### src/rtl/arb_pkg.sv
// Shared definitions for the NoC tree merge/decode nodes.
package arb_pkg;

    typedef enum logic [1:0] {
        IDLE   = 2'd0,
        SEND_S = 2'd1,
        SEND_D = 2'd2
    } state_t;

    localparam int unsigned PKT_W   = 9;
    localparam int unsigned ADDR_HI = 8;
    localparam int unsigned ADDR_LO = 5;

endpackage

### src/rtl/arbiter5_ctrl_rr_pick2.sv
// Two-input round-robin pick: a lone requester always wins, a tie goes to prio.
module rr_pick2 (
    input  logic valid0,
    input  logic valid1,
    input  logic prio,
    output logic gnt_valid,
    output logic winner
);

    // Winner select; prio only matters when both children request.
    always_comb begin
        gnt_valid = valid0 | valid1;
        winner    = (valid0 & valid1) ? prio : valid1;
    end

endmodule

### src/rtl/arbiter5_ctrl.sv
// 2:1 merge node: grants one child, sends winner id on S, then the packet on Out.
module arbiter5_ctrl
    import arb_pkg::*;
#(
    parameter int unsigned W     = PKT_W,
    parameter int unsigned CNT_W = 16
) (
    input  logic             CLK,
    input  logic             _RESET,
    input  logic [W-1:0]     in0_data,
    input  logic             in0_valid,
    output logic             in0_ready,
    input  logic [W-1:0]     in1_data,
    input  logic             in1_valid,
    output logic             in1_ready,
    output logic             s_data,
    output logic             s_valid,
    input  logic             s_ready,
    output logic [W-1:0]     out_data,
    output logic             out_valid,
    input  logic             out_ready,
    output logic [CNT_W-1:0] cnt0,
    output logic [CNT_W-1:0] cnt1
);

    state_t             state_q, state_d;
    logic               prio_q;
    logic               s_data_q;
    logic [W-1:0]       out_data_q;
    logic [CNT_W-1:0]   cnt0_q, cnt1_q;

    logic               gnt_valid;
    logic               winner;
    logic               capture;
    logic               count;

    rr_pick2 u_pick (
        .valid0    (in0_valid),
        .valid1    (in1_valid),
        .prio      (prio_q),
        .gnt_valid (gnt_valid),
        .winner    (winner)
    );

    // State register.
    always_ff @(posedge CLK or negedge _RESET) begin
        if (!_RESET) state_q <= IDLE;
        else         state_q <= state_d;
    end

    // Next state and handshake outputs; ready in IDLE implies the transfer happens this edge.
    always_comb begin
        state_d   = state_q;
        in0_ready = 1'b0;
        in1_ready = 1'b0;
        s_valid   = 1'b0;
        out_valid = 1'b0;
        capture   = 1'b0;
        count     = 1'b0;
        case (state_q)
            IDLE: begin
                if (gnt_valid) begin
                    in0_ready = ~winner;
                    in1_ready = winner;
                    capture   = 1'b1;
                    state_d   = SEND_S;
                end
            end
            SEND_S: begin
                s_valid = 1'b1;
                if (s_ready) state_d = SEND_D;
            end
            SEND_D: begin
                out_valid = 1'b1;
                if (out_ready) begin
                    count   = 1'b1;
                    state_d = IDLE;
                end
            end
            default: state_d = IDLE;
        endcase
    end

    // Packet capture, priority flip and per-child counters (s_data_q remembers the winner).
    always_ff @(posedge CLK or negedge _RESET) begin
        if (!_RESET) begin
            prio_q     <= 1'b0;
            s_data_q   <= 1'b0;
            out_data_q <= '0;
            cnt0_q     <= '0;
            cnt1_q     <= '0;
        end else begin
            if (capture) begin
                out_data_q <= winner ? in1_data : in0_data;
                s_data_q   <= winner;
                prio_q     <= ~winner;
            end
            if (count) begin
                if (s_data_q) cnt1_q <= cnt1_q + CNT_W'(1);
                else          cnt0_q <= cnt0_q + CNT_W'(1);
            end
        end
    end

    assign s_data   = s_data_q;
    assign out_data = out_data_q;
    assign cnt0     = cnt0_q;
    assign cnt1     = cnt1_q;

endmodule

### config.mk
export PLATFORM = sky130hd
export DESIGN_NAME = arbiter5_ctrl
export DESIGN_NICKNAME = d
export VERILOG_FILES = /design/src/rtl/arb_pkg.sv /design/src/rtl/arbiter5_ctrl_rr_pick2.sv /design/src/rtl/arbiter5_ctrl.sv
export SDC_FILE = /design/constraint.sdc
export NUM_CORES = 1
export LEC_CHECK = 0
export BUFFER_PORTS_ARGS = -buffer_cell sky130_fd_sc_hd__buf_4
export CAP_MARGIN = 40
export CORE_MARGIN = 5
export CORE_UTILIZATION = 51
export CTS_BUF_LIST = sky130_fd_sc_hd__clkbuf_4
export DETAILED_ROUTE_END_ITERATION = 10
export HOLD_SLACK_MARGIN = 0.02
export PLACE_DENSITY = 0.81
export SETUP_SLACK_MARGIN = 0.1
export SYNTH_ARGS = -nofsm -noshare
export SYNTH_HDL_FRONTEND = slang
export SYNTH_SLANG_ARGS = --single-unit
### constraint.sdc
create_clock -name CLK -period 2.1 [get_ports CLK]
set_input_delay 0.21 -clock CLK [delete_from_list [all_inputs] [get_ports CLK]]
set_output_delay 0.21 -clock CLK [all_outputs]
set_load 0.01 [all_outputs]
==> reports/summary.md, run 1 <==
The flow ran to the end, and the final reports show no timing, DRC or antenna violations. The worst-case vdd ir drop was 0.697 mV. The placed instances occupy a cell area of 2610 sq um. For this run, the slowest stage of the critical path takes 0.55 ns. Summing the sequential cell areas from Yosys gives 55.8% of the chip area.

The logs give 4 for the total iterations of the first detailed-routing run and 3740 sq um for the floorplan core area. Together, buffers and inverters on the worst path number 0. The most critical setup path has its startpoint at state_q[0]. Dividing total power by cell area gives a power density of 958 nW/um^2.

The initial core utilization came out at 53.9%. The post-CTS clock slew at the launch and capture registers of the worst setup and hold paths works out to 0.12 ns. The number of cells in the design after placement came out at 298. Reg-to-reg startpoint: state_q[0]. The congestion estimate from routability-driven global placement came to 0.753. The logs give 0 ns for the total negative slack for setup checks and 0 for the total of max-cap violations.

At the pin with the least slew margin, the transition time is 0.542 ns. 0 antenna diodes ended up in the layout. The ratio of routed vias to standard cells works out to 5.07.

The floorplan die width came out at 72.9 microns. The signal on the critical path passes through nand4b_1, nor4_1, nand2_1, xnor2_1. The logs give 1542 for the number of global-route vias before repair and 559 MHz for the maximum clock frequency. In this run the worst path has a maximum fanout of 7. For the final number of setup-violating endpoints, the log shows 0. The tools report the required time of the critical path as 2.35 ns. The max-slew violation count came out at 0. In this run the static leakage power is 1.42 nW. The tools report the post-layout net count as 285. The most frequent standard cell in the layout excluding fill and tap cells was buf_4.

The share of layout cells above drive strength 1 works out to 33.1%. Power comes to 2.60 mW. The relative slew slack came out at 63.9%. The port buffer count is 69.

The critical path is of the reg -> reg type. On the critical path, the stage with the largest delay is an instance of nor4_1. STA classifies the critical path startpoint as a flip-flop. The tools report the clock root buffer master as clkbuf_4.

STA classifies the critical path endpoint as a flip-flop. The floorplan die area was 5320 sq um. After synthesis, the netlist uses 29 different library cells. The hold violation total from the final report was 0; the aggregate routed wire length was 4160 microns. In this run the number of H-tree levels came out at 2. The area added between synthesis and finish came out at 34.4%. The tools report the launch instance of the worst min-delay path as s_ready. The tools report the number of antenna violations at the first check in global routing as 0. The post-DP HPWL is 3270 microns, and the total of flip-flops plus latches after synthesis is 45. Pin placement for this block handled 70 I/O pins. Setup repair after global routing left no endpoint under its margin. The vertical extent of the die was 72.9 microns; the overall via count from detail_route was 1562. The final critical path takes up 85.2% of the cycle. The average instance in the mapped netlist occupies 11.2 sq um. The clock period could shrink to 1.79 ns.

Entering global routing, the biggest net connects 46 pins. After floorplanning, the core was divided into 22 placement rows. The first global-routing pass estimated 6970 microns of wire.

Clock tree synthesis found a total of 45 sinks. Global routing used 16.9% of the available tracks across all layers. Synthesis handed over a netlist of 181 instances.

During synthesis, Yosys emitted a total of 0 warnings. Counting the buffers created by CTS gives 5. Once the clock tree was built, the setup fixing pass inserted 0 buffers. The longest clock path from root to sink contains 2 buffers. In this run the cell area of the synthesized design comes to 2020 sq um. The finished layout cell area was 2720 sq um. Kind of path behind the tightest hold check: in -> reg.

When the netlist entered floorplanning its net count stood at 207. TritonCTS built the clock tree. For this run, design rule violations remaining after detail routing come to 0. The post-detailed-route wirelength per cell came out at 13.5 microns. Summed over all layers, the global routing overflow is 0.

The run gives 82 as the DRC violation total after the first TritonRoute iteration. Clock latency on the worst-skew pair, taken at its later pin, is 0.36 ns. Across the routed clock network, the largest skew measured is 0.0129 ns. In this run the remaining antenna-violating nets after routing total 0.

For the endpoint arrival time on the critical path, the log shows 2.04 ns. In the layout the commonest cells are 72 x buf_4, 45 x dfrtp_1, 30 x nand2_1. On the critical path the largest part of the delay comes from simple AND/OR/NAND/NOR gates. Number of cells in the finished layout apart from fillers: 308.
==> layout make-up <==
type / instances / area, sq um
Clock inverter: 2 / 38.8
Timing Repair Buffer: 74 / 561
Clock buffer: 6 / 45.0
Tap cell: 48 / 60.1
Fill cell: 290 / 1030
Sequential cell: 45 / 1130
Multi-Input combinational cell: 129 / 870
Inverter: 4 / 15.0
==> cells in the mapped netlist <==
library cell / number / area, sq um
a22o_1: 1 / 8.76
nor2_1: 7 / 26.3
nor4_4: 1 / 21.3
dfrtp_1: 45 / 1130
nor4_1: 1 / 6.26
and4_1: 2 / 17.5
or4_4: 1 / 11.3
nand4_1: 8 / 50.1
inv_1: 4 / 15.0
clkbuf_1: 2 / 7.51
nor3_1: 3 / 15.0
xor2_1: 9 / 78.8
nor2b_1: 2 / 12.5
and4bb_2: 1 / 12.5
o21ai_0: 12 / 60.1
a21o_1: 1 / 7.51
buf_2: 1 / 5.00
a31oi_1: 1 / 6.26
and3_1: 5 / 31.3
or2_2: 1 / 6.26
nand3_1: 7 / 35.0
nand2_1: 30 / 113
nand4bb_4: 1 / 27.5
xnor2_1: 21 / 184
ha_1: 2 / 25.0
nand4b_1: 1 / 8.76
mux2i_1: 9 / 90.1
nand2b_1: 1 / 6.26
a21oi_1: 1 / 5.00
==> timing repair <==
item,CTS,global route
hold endpoints to repair,46,0
hold buffers,2,0
resized for setup,0,1
endpoints found under the setup margin,0,1
==> state kept, by name, indices dropped and copies added, names as in the netlist <==
name,flops
s_data,1
prio_q,1
cnt1,16
cnt0,16
out_data,9
state_q,2
==> final timing paths <==
kind	end	slack (ns)	depth (start not counted)
worst max register to register	cnt1[12]	0.31	4
max in group asynchronous	cnt0[4]	1.35	2
worst min register to register	cnt0[15]	0.48	1
min in group asynchronous	cnt1[8]	0.37	2
worst min-delay path	state_q[0]	0.05	2
worst max-delay path	cnt1[12]	0.31	4
==> worst register-to-register path, cell delays in order (launching register included) <==
cell and delay (ns):
dfrtp_1 0.46, nand4b_1 0.40, nor4_1 0.56, nand2_1 0.13
xnor2_1 0.14
==> where the power goes <==
group	switching, mW	leakage [nW]	internal (mW)
Clock	0.267	0.0459	0.267
Sequential	0.182	0.600	1.04
Combinational	0.398	0.770	0.443
Total	0.847	1.42	1.75
==> metal layers <==
layer / GRT usage (%) / routed length, microns / vias to the layer above
met5: 0 / 0 / -
met4: 5.53 / 69 / 0
met3: 5.65 / 206 / 8
met2: 27.5 / 2050 / 38
met1: 21.2 / 1840 / 739
li1: - / - / 777
==> stage by stage <==
stage / utilization (%) / hold slack [ns] / setup slack, ns
6_report: 72.5 / 0.0549 / 0.311
4_1_cts: 72.4 / 0.0287 / 0.160
5_1_grt: 72.5 / 0.0359 / 0.150
2_1_floorplan: - / -0.0856 / 0.492
3_3_place_gp: 69.7 / 0.241 / 0.428
3_5_place_dp: 69.7 / 0.239 / 0.313
==> logic make-up (layout without fill, tap and decap cells) <==
group,after synthesis,after routing,synth area share [%]
and+or+nand+nor,72,72,19.8
DFF,45,45,55.8
xor gates and xnor gates,30,30,13.0
AOI/OAI and AO/OA,16,16,4.34
muxes,9,9,4.46
buffers and inverters,7,86,1.36
adders and majority gates,2,2,1.24
Power figures use the tool's default switching activity.
==> run 2: changes to the inputs <==
--- a/config.mk
+++ b/config.mk
@@ -8,12 +8,14 @@
 export BUFFER_PORTS_ARGS = -buffer_cell sky130_fd_sc_hd__buf_4
 export CAP_MARGIN = 40
 export CORE_MARGIN = 5
-export CORE_UTILIZATION = 51
+export CORE_UTILIZATION = 52
 export CTS_BUF_LIST = sky130_fd_sc_hd__clkbuf_4
+export CTS_CLUSTER_SIZE = 28
 export DETAILED_ROUTE_END_ITERATION = 10
 export HOLD_SLACK_MARGIN = 0.02
-export PLACE_DENSITY = 0.81
+export PLACE_DENSITY = 0.82
 export SETUP_SLACK_MARGIN = 0.1
 export SYNTH_ARGS = -nofsm -noshare
 export SYNTH_HDL_FRONTEND = slang
+export SYNTH_HIERARCHICAL = 1
 export SYNTH_SLANG_ARGS = --single-unit
==> reports/summary.md, run 2 <==
By count the netlist is led by 45 x dfrtp_1, 23 x nand2_1, 16 x xnor2_1. The floorplan die width was 72.8 microns (-0.20%). The root buffer cell chosen for the clock tree is clkbuf_4. The share of layout cells above drive strength 1 was 34.1% (+1.0 points); the time the final worst path needs with I/O delays and setup was 1.74 ns (-0.0449 ns). The tools report the total iterations of the first detailed-routing run as 4 (unchanged). Leaving out fill and tap cells, the most frequent cells in the layout are 71 x buf_4, 45 x dfrtp_1, 23 x nand2_1. The run gives 2.35 ns (about the same) as the required time of the critical path. The number of top-level pins was 70 (unchanged). The logs give 54.7% (+0.80 points) for the initial core utilization and 0 (unchanged) for the total of max-cap violations.

The fraction of the cycle the final worst path needs is 83.1% (-2.1 points), and the sink count of the clock tree is 45 (unchanged). The per-instance average area after synthesis came out at 11.4 sq um (+2.6%). Setup repair after global routing left no endpoint under its margin. Hold violation total from the final report: 0 (unchanged). The endpoint arrival time on the critical path was 1.99 ns (-0.05 ns). The number of warnings printed during yosys synthesis came out at 6 (+6).

The clock buffer count from CTS was 5 (unchanged); the count of hold buffers inserted by post-cts repair was 1 (-1). The critical path is of the reg -> reg type. The most common cell in the synthesized netlist is dfrtp_1. For the maximum clock frequency, the log shows 573 MHz (+2.6%). The logs give 46 (unchanged) for the largest net degree at the start of global routing and 0.34 ns (-0.02 ns) for the worst-skew pair later-pin latency.

The count of antenna diodes in the layout is 0 (unchanged), and the post-synth net total is 205 (-0.97%). The vertical extent of the die was 72.8 microns (-0.20%); the number of filler instances in the final layout was 295 (+1.7%). The ratio of routed vias to standard cells was 5.10 (+0.61%). STA classifies the critical path endpoint as a flip-flop. The peak fanout along the critical path was 8 (+1); the total negative slack for setup checks was 0 ns (unchanged). Utilization after layout: 72.4% (-0.17 points). The last weighted congestion value of the routability-driven placer was 0.783 (+4.1%); the total grt overflow was 0 (unchanged). The DRC violation total after the first TritonRoute iteration was 61 (-26%); the post-detailed-route wirelength per cell was 13.6 microns (+0.38%). The run gives 5300 sq um (-0.40%) as the floorplan die area. Kind of start point of the critical path: a flip-flop. The post-CTS clock slew at the launch and capture registers of the worst setup and hold paths was 0.13 ns (about the same); the worst-case vdd ir drop was 0.803 mV (+15%).

Level count of the clock H-tree: 2 (unchanged). The fraction of synthesized cell area taken by the top area cell type was 54.9% (-0.82 points); the post-DP HPWL was 3130 microns (-4.2%). The aggregate routed wire length was 4110 microns (-1.2%).

Flop-to-flop setup slack: 0.36 ns (+0.04 ns). The power density of the placed cells came out at 924 nW/um^2 (-3.5%). The total of flip-flops plus latches after synthesis is 45 (unchanged), and the cell leakage power is 1.46 nW (+3.1%).

The commonest register cell after synthesis is dfrtp_1. The number of flops mapped to enable cells by yosys was 0 (unchanged); the post-layout net count was 280 (-1.8%). The run gives 1532 (-0.65%) as the number of global-route vias before repair.

The number of core rows came out at 22 (unchanged). The antenna violation net count after detailed routing is 0 (unchanged). The tightest min-delay check is of the in -> reg type. Number of antenna violations at the first check in global routing: 0 (unchanged).

The global-route wire length before repair was 6840 microns (-1.8%). The setup fix buffers added after clock tree synthesis is 0 (unchanged). The max-slew violation count was 0 (unchanged). The share of synthesized registers carrying an async set or reset was 100% (unchanged); the relative slew slack was 63.2% (-0.67 points). The buffer depth of the longest clock path came out at 2 (unchanged).

The logs give 0 (unchanged) for the residual DRC count and 1546 (-1.0%) for the overall via count from detail_route. After synthesis, the cell types taking the most area are dfrtp_1 55%, xnor2_1 6.8%, xor2_1 5.6%. The overall fraction of global-route tracks in use was 16.5% (-0.40 points). The run gives 0.0109 ns (-0.00206 ns) as the clock skew after layout.

The run gives 179 (-1.1%) as the number of instances in the synthesized netlist. The run finished with clean final reports. The area added between synthesis and finish works out to 32.2%.

The transition time at the pin with the least slew margin came out at 0.552 ns (+0.00998 ns). The run gives 3740 sq um (unchanged) as the floorplan core area. TritonCTS built the clock tree. Most frequent standard cell in the layout excluding fill and tap cells: buf_4. For the unique cell type count in the Yosys netlist, the log shows 34 (+17%). The netlist area before placement was 2050 sq um (+1.5%). The port buffer count was 69 (unchanged); the number of instances resized during post-cts repair was 0 (unchanged). The tools report the final number of setup-violating endpoints as 0 (unchanged). The register area share after synthesis came out at 54.9% (-0.82 points). Summed over all instances, the cell type with the most area after synthesis is dfrtp_1.
[run 2: cell count changes after synthesis, moves of 4 or more]
cell     change
nand3_1      +4
nand2_1      -7
xor2_1       +4
xnor2_1      -5
nand4_1      -4
[run 2: stage by stage]
| stage | hold slack (ns) | cells | setup WS, ns | power, mW | cell area, sq um |
|---|---|---|---|---|---|
| 6_report | 0.0466 | 303 | 0.356 | 2.50 | 2710 |
| 5_1_grt | 0.0524 | 303 | 0.256 | 2.68 | 2710 |
| 4_1_cts | 0.0329 | 303 | 0.338 | 2.53 | 2710 |
| 3_5_place_dp | 0.242 | 294 | 0.351 | 2.01 | 2620 |
| 3_3_place_gp | 0.235 | 294 | 0.395 | 1.99 | 2620 |
| 2_1_floorplan | -0.0856 | 179 | 0.497 | 1.59 | 2050 |
[run 2: layout make-up]
cell class              count  area, sq um  share of cell area [%]
flip-flops and latches     45         1130                    41.6
multi-input cells         126          886                    32.7
repair buffers             72          543                    20.0
well taps                  48         60.1                    2.22
clock buffers               6         45.0                    1.66
clock inverters             2         33.8                    1.25
inverters                   4         15.0                   0.554
[run 2: cell families after synthesis]
family | synth area share (%)
XOR/XNOR | 13.2
flip-flops | 54.9
AND/OR/NAND/NOR | 19.9
AO/OA/AOI/OAI | 3.97
adder cells (fa/ha/maj) | 1.22
multiplexers | 4.95
buffers and inverters | 1.83
[run 2: path summary, 6_finish.rpt]
kind / startpoint / endpoint / depth (start not counted)
max: s_data / cnt0[14] / 4
min: s_ready / state_q[0] / 2
max reg2reg: s_data / cnt0[14] / 4
min reg2reg: cnt0[15] / cnt0[15] / 1
max in group asynchronous: _RESET / out_data[4] / 2
min in group asynchronous: _RESET / cnt1[15] / 2
[run 2: per-layer routing]
| metal | up-vias | global-route usage (%) | share of wire (%) | wire length, microns |
|---|---|---|---|---|
| met3 | 4 | 5.79 | 9.6 | 393 |
| met5 | - | 0 | 0 | 0 |
| met2 | 51 | 25.2 | 46 | 1910 |
| met4 | 0 | 5.53 | 0.92 | 38 |
| met1 | 731 | 22.0 | 43 | 1770 |
| li1 | 760 | - | - | - |
[run 2: report_power, final]
group | switching (mW) | internal (mW) | total, mW
registers | 0.134 | 1.04 | 1.17
clock network | 0.261 | 0.261 | 0.523
logic | 0.397 | 0.413 | 0.810
[run 2: critical path, cell delays in order, from the launching register on]
cell and delay, ns:
dfrtp_1 0.44, and4bb_1 0.51, nand4_4 0.15, or3_4 0.41, xnor2_2 0.13
==> run 3: changes to the inputs <==
==> constraint.sdc (replaced) <==
create_clock -name CLK -period 1.81 [get_ports CLK]
set_input_delay 0.181 -clock CLK [delete_from_list [all_inputs] [get_ports CLK]]
set_output_delay 0.181 -clock CLK [all_outputs]
set_load 0.01 [all_outputs]
==> reports/summary.md, run 3 (synthesized netlist as in run 2, its figures left out) <==
The run finished with clean final reports. The number of cells in the design after placement was 295 (+0.34%). For the overall fraction of global-route tracks in use, the log shows 17.1% (+0.58 points).

The number of top-level pins was 70 (unchanged); the ratio of routed vias to standard cells was 5.10 (about the same). The time the final worst path needs with I/O delays and setup was 1.63 ns (-0.119 ns). The logs give 20.4% (-0.5 points) for the relative contribution of the clock network to total power and 3320 microns (+6.0%) for the post-DP HPWL. The tools report the maximum clock frequency as 615 MHz (+7.3%). The vertical extent of the die came out at 72.8 microns (unchanged). The logs give 22 (unchanged) for the number of core rows and 287 (-2.7%) for the number of filler instances in the final layout. The setup path with the least slack is of type reg -> reg. TritonCTS built the clock tree. The tools report the DRC violation total after the first TritonRoute iteration as 64 (+4.9%). The logs give 1130 sq um (unchanged) for the footprint of the flip-flops and latches and 3740 sq um (unchanged) for the floorplan core area.

The buffering stage count on the worst path with inverters included was 0 (unchanged); the final number of setup-violating endpoints was 0 (unchanged). The residual DRC count came out at 0 (unchanged). The run gives 892 sq um (+0.71%) as the multi-input gate area in the final layout.

The critical-path cell with the highest stage delay was dfrtp_1. Finished layout cell area: 2740 sq um (+1.0%). For the flop-to-flop setup slack, the log shows 0.18 ns (-0.17 ns). The total grt overflow was 0 (unchanged); the number of antenna violations at the first check in global routing was 0 (unchanged).

The tools report the total of max-cap violations as 0 (unchanged). The switching share of power works out to 31.8% (+0.17 points). Buffer depth of the longest clock path: 2 (unchanged). The aggregate routed wire length is 4170 microns (+1.5%).

The peak fanout along the critical path was 5 (-3); the post-CTS clock slew at the launch and capture registers of the worst setup and hold paths was 0.12 ns (about the same). Relative slew slack: 63.7% (+0.52 points). The clock buffer count from CTS was 5 (unchanged). The logs give 0 (unchanged) for the max-slew violation count and 1624 (+6.0%) for the number of global-route vias before repair. The floorplan die area was 5300 sq um (unchanged).

The port buffer count was 69 (unchanged); the hold violation total from the final report was 0 (unchanged). The share of power burned in combinational logic was 32.9% (+0.5 points); the post-detailed-route wirelength per cell was 13.7 microns (+0.82%). The area added between synthesis and finish is 33.5%. On the critical path the largest part of the delay comes from simple AND/OR/NAND/NOR gates.

The cell leakage power is 1.47 nW (+0.73%). The endpoint arrival time on the critical path is 1.86 ns (-0.13 ns), and the level count of the clock H-tree is 2 (unchanged). For the global-route wire length before repair, the log shows 7130 microns (+4.1%). The most frequent standard cell in the layout excluding fill and tap cells was buf_4. The tools report the worst-case vdd ir drop as 0.736 mV (-8.4%). The run gives 0.931 mW (+18%) as the power dissipated by switching net loads. The cell area after placement came out at 2630 sq um (+0.29%). In the layout the commonest cells are 71 x buf_4, 45 x dfrtp_1, 23 x nand2_1.

The cell-internal power was 1.99 mW (+17%); the share of layout cells above drive strength 1 was 34.6% (+0.51 points). The floorplan die width is 72.8 microns (unchanged). The fraction of the cycle the final worst path needs works out to 89.8% (+6.8 points).

Traced cell by cell, the critical path runs through and4bb_1, nand4_4, or3_4, xnor2_2. The worst setup path is launched from a flip-flop. The antenna violation net count after detailed routing is 0 (unchanged), and the share of power burned in registers is 46.7% (about the same).

The logs give 0 (unchanged) for the count of antenna diodes in the layout and 0.0116 ns (+0.000758 ns) for the clock skew after layout. For the required time of the critical path, the log shows 2.05 ns (-0.30 ns). The power density of the placed cells works out to 1070 nW/um^2 (+16%). The power after layout is 2.93 mW (+17%).

Clock tree synthesis selected as its root buffer the cell clkbuf_4. The highest cell delay on the worst timing path was 0.44 ns (-0.07 ns); the overall via count from detail_route was 1557 (+0.71%). The sink count of the clock tree is 45 (unchanged), and the total negative slack for setup checks is 0 ns (unchanged).

For the total iterations of the first detailed-routing run, the log shows 4 (unchanged). The endpoint kind of the worst setup timing path was a flip-flop. Worst hold slack: 0.122 ns (+0.0753 ns). The kind of path behind the tightest hold check was in -> reg.

The transition time at the pin with the least slew margin came out at 0.544 ns (-0.00783 ns). The last weighted congestion value of the routability-driven placer is 0.749 (-4.4%), and the post-layout net count is 282 (+0.71%). The logs give 0.35 ns (about the same) for the worst-skew pair later-pin latency and 305 (+0.66%) for the number of cells in the finished layout apart from fillers. Setup repair after global routing left no endpoint under its margin. Initial core utilization: 54.7% (unchanged). Largest net degree at the start of global routing: 46 (unchanged).
==> run 3: cell types whose count changed in the layout (fill, tap and decap cells not counted), sizes merged <==
cell	previous run	this run
buf	71	72
dlygate4sd3	1	2
==> run 3: worst paths after layout <==
check,to,startpoint,cells after the start
worst max-delay path,cnt0[14],s_data,4
worst min-delay path,out_data[5],in0_data[5],3
worst max register to register,cnt0[14],s_data,4
worst min register to register,cnt1[15],cnt1[15],1
max in group asynchronous,out_data[8],_RESET,2
min in group asynchronous,cnt1[15],_RESET,2
==> run 3: layout make-up <==
| type | instances | area share [%] |
|---|---|---|
| Sequential cell | 45 | 41.2 |
| Inverter | 4 | 0.549 |
| Multi-Input combinational cell | 126 | 32.6 |
| Clock inverter | 2 | 1.23 |
| Tap cell | 48 | 2.19 |
| Clock buffer | 6 | 1.65 |
| Timing Repair Buffer | 74 | 20.6 |
==> run 3: worst min-delay path, delay by kind of cell <==
family                 cells  cell delay [ns]
buffers and inverters      1             0.07
muxes                      1             0.05
AOI/OAI and AO/OA          1             0.12
==> run 3: per-layer routing <==
metal / routed length, microns / up-vias / track usage, % / share of wire (%)
met5: 0 / - / 0 / 0
met4: 38 / 0 / 4.92 / 0.91
met3: 386 / 5 / 5.37 / 9.3
met2: 2000 / 51 / 28.6 / 48
met1: 1750 / 731 / 21.3 / 42
li1: - / 770 / - / -
==> run 3: power by group through the flow <==
stage	logic (mW)	clock network, mW	registers [mW]
3_3_place_gp	0.940	0	1.37
3_5_place_dp	0.981	0	1.38
4_1_cts	0.980	0.604	1.36
2_1_floorplan	0.415	0	1.44
6_report	0.963	0.598	1.36
5_1_grt	1.07	0.650	1.40
==> run 3: metrics by stage <==
stage / util, % / setup slack, ns
after floorplan: - / 0.207
after global placement: 70.2 / 0.221
after detailed placement: 70.2 / 0.183
after CTS: 72.6 / 0.165
after global routing: 73.1 / 0.110
final: 73.1 / 0.184
==> run 3: repair_timing <==
item	CTS	global route
resized for setup	0	2
setup endpoints to repair	0	5
hold endpoints to repair	45	1
setup buffers	0	0
hold buffers	1	1
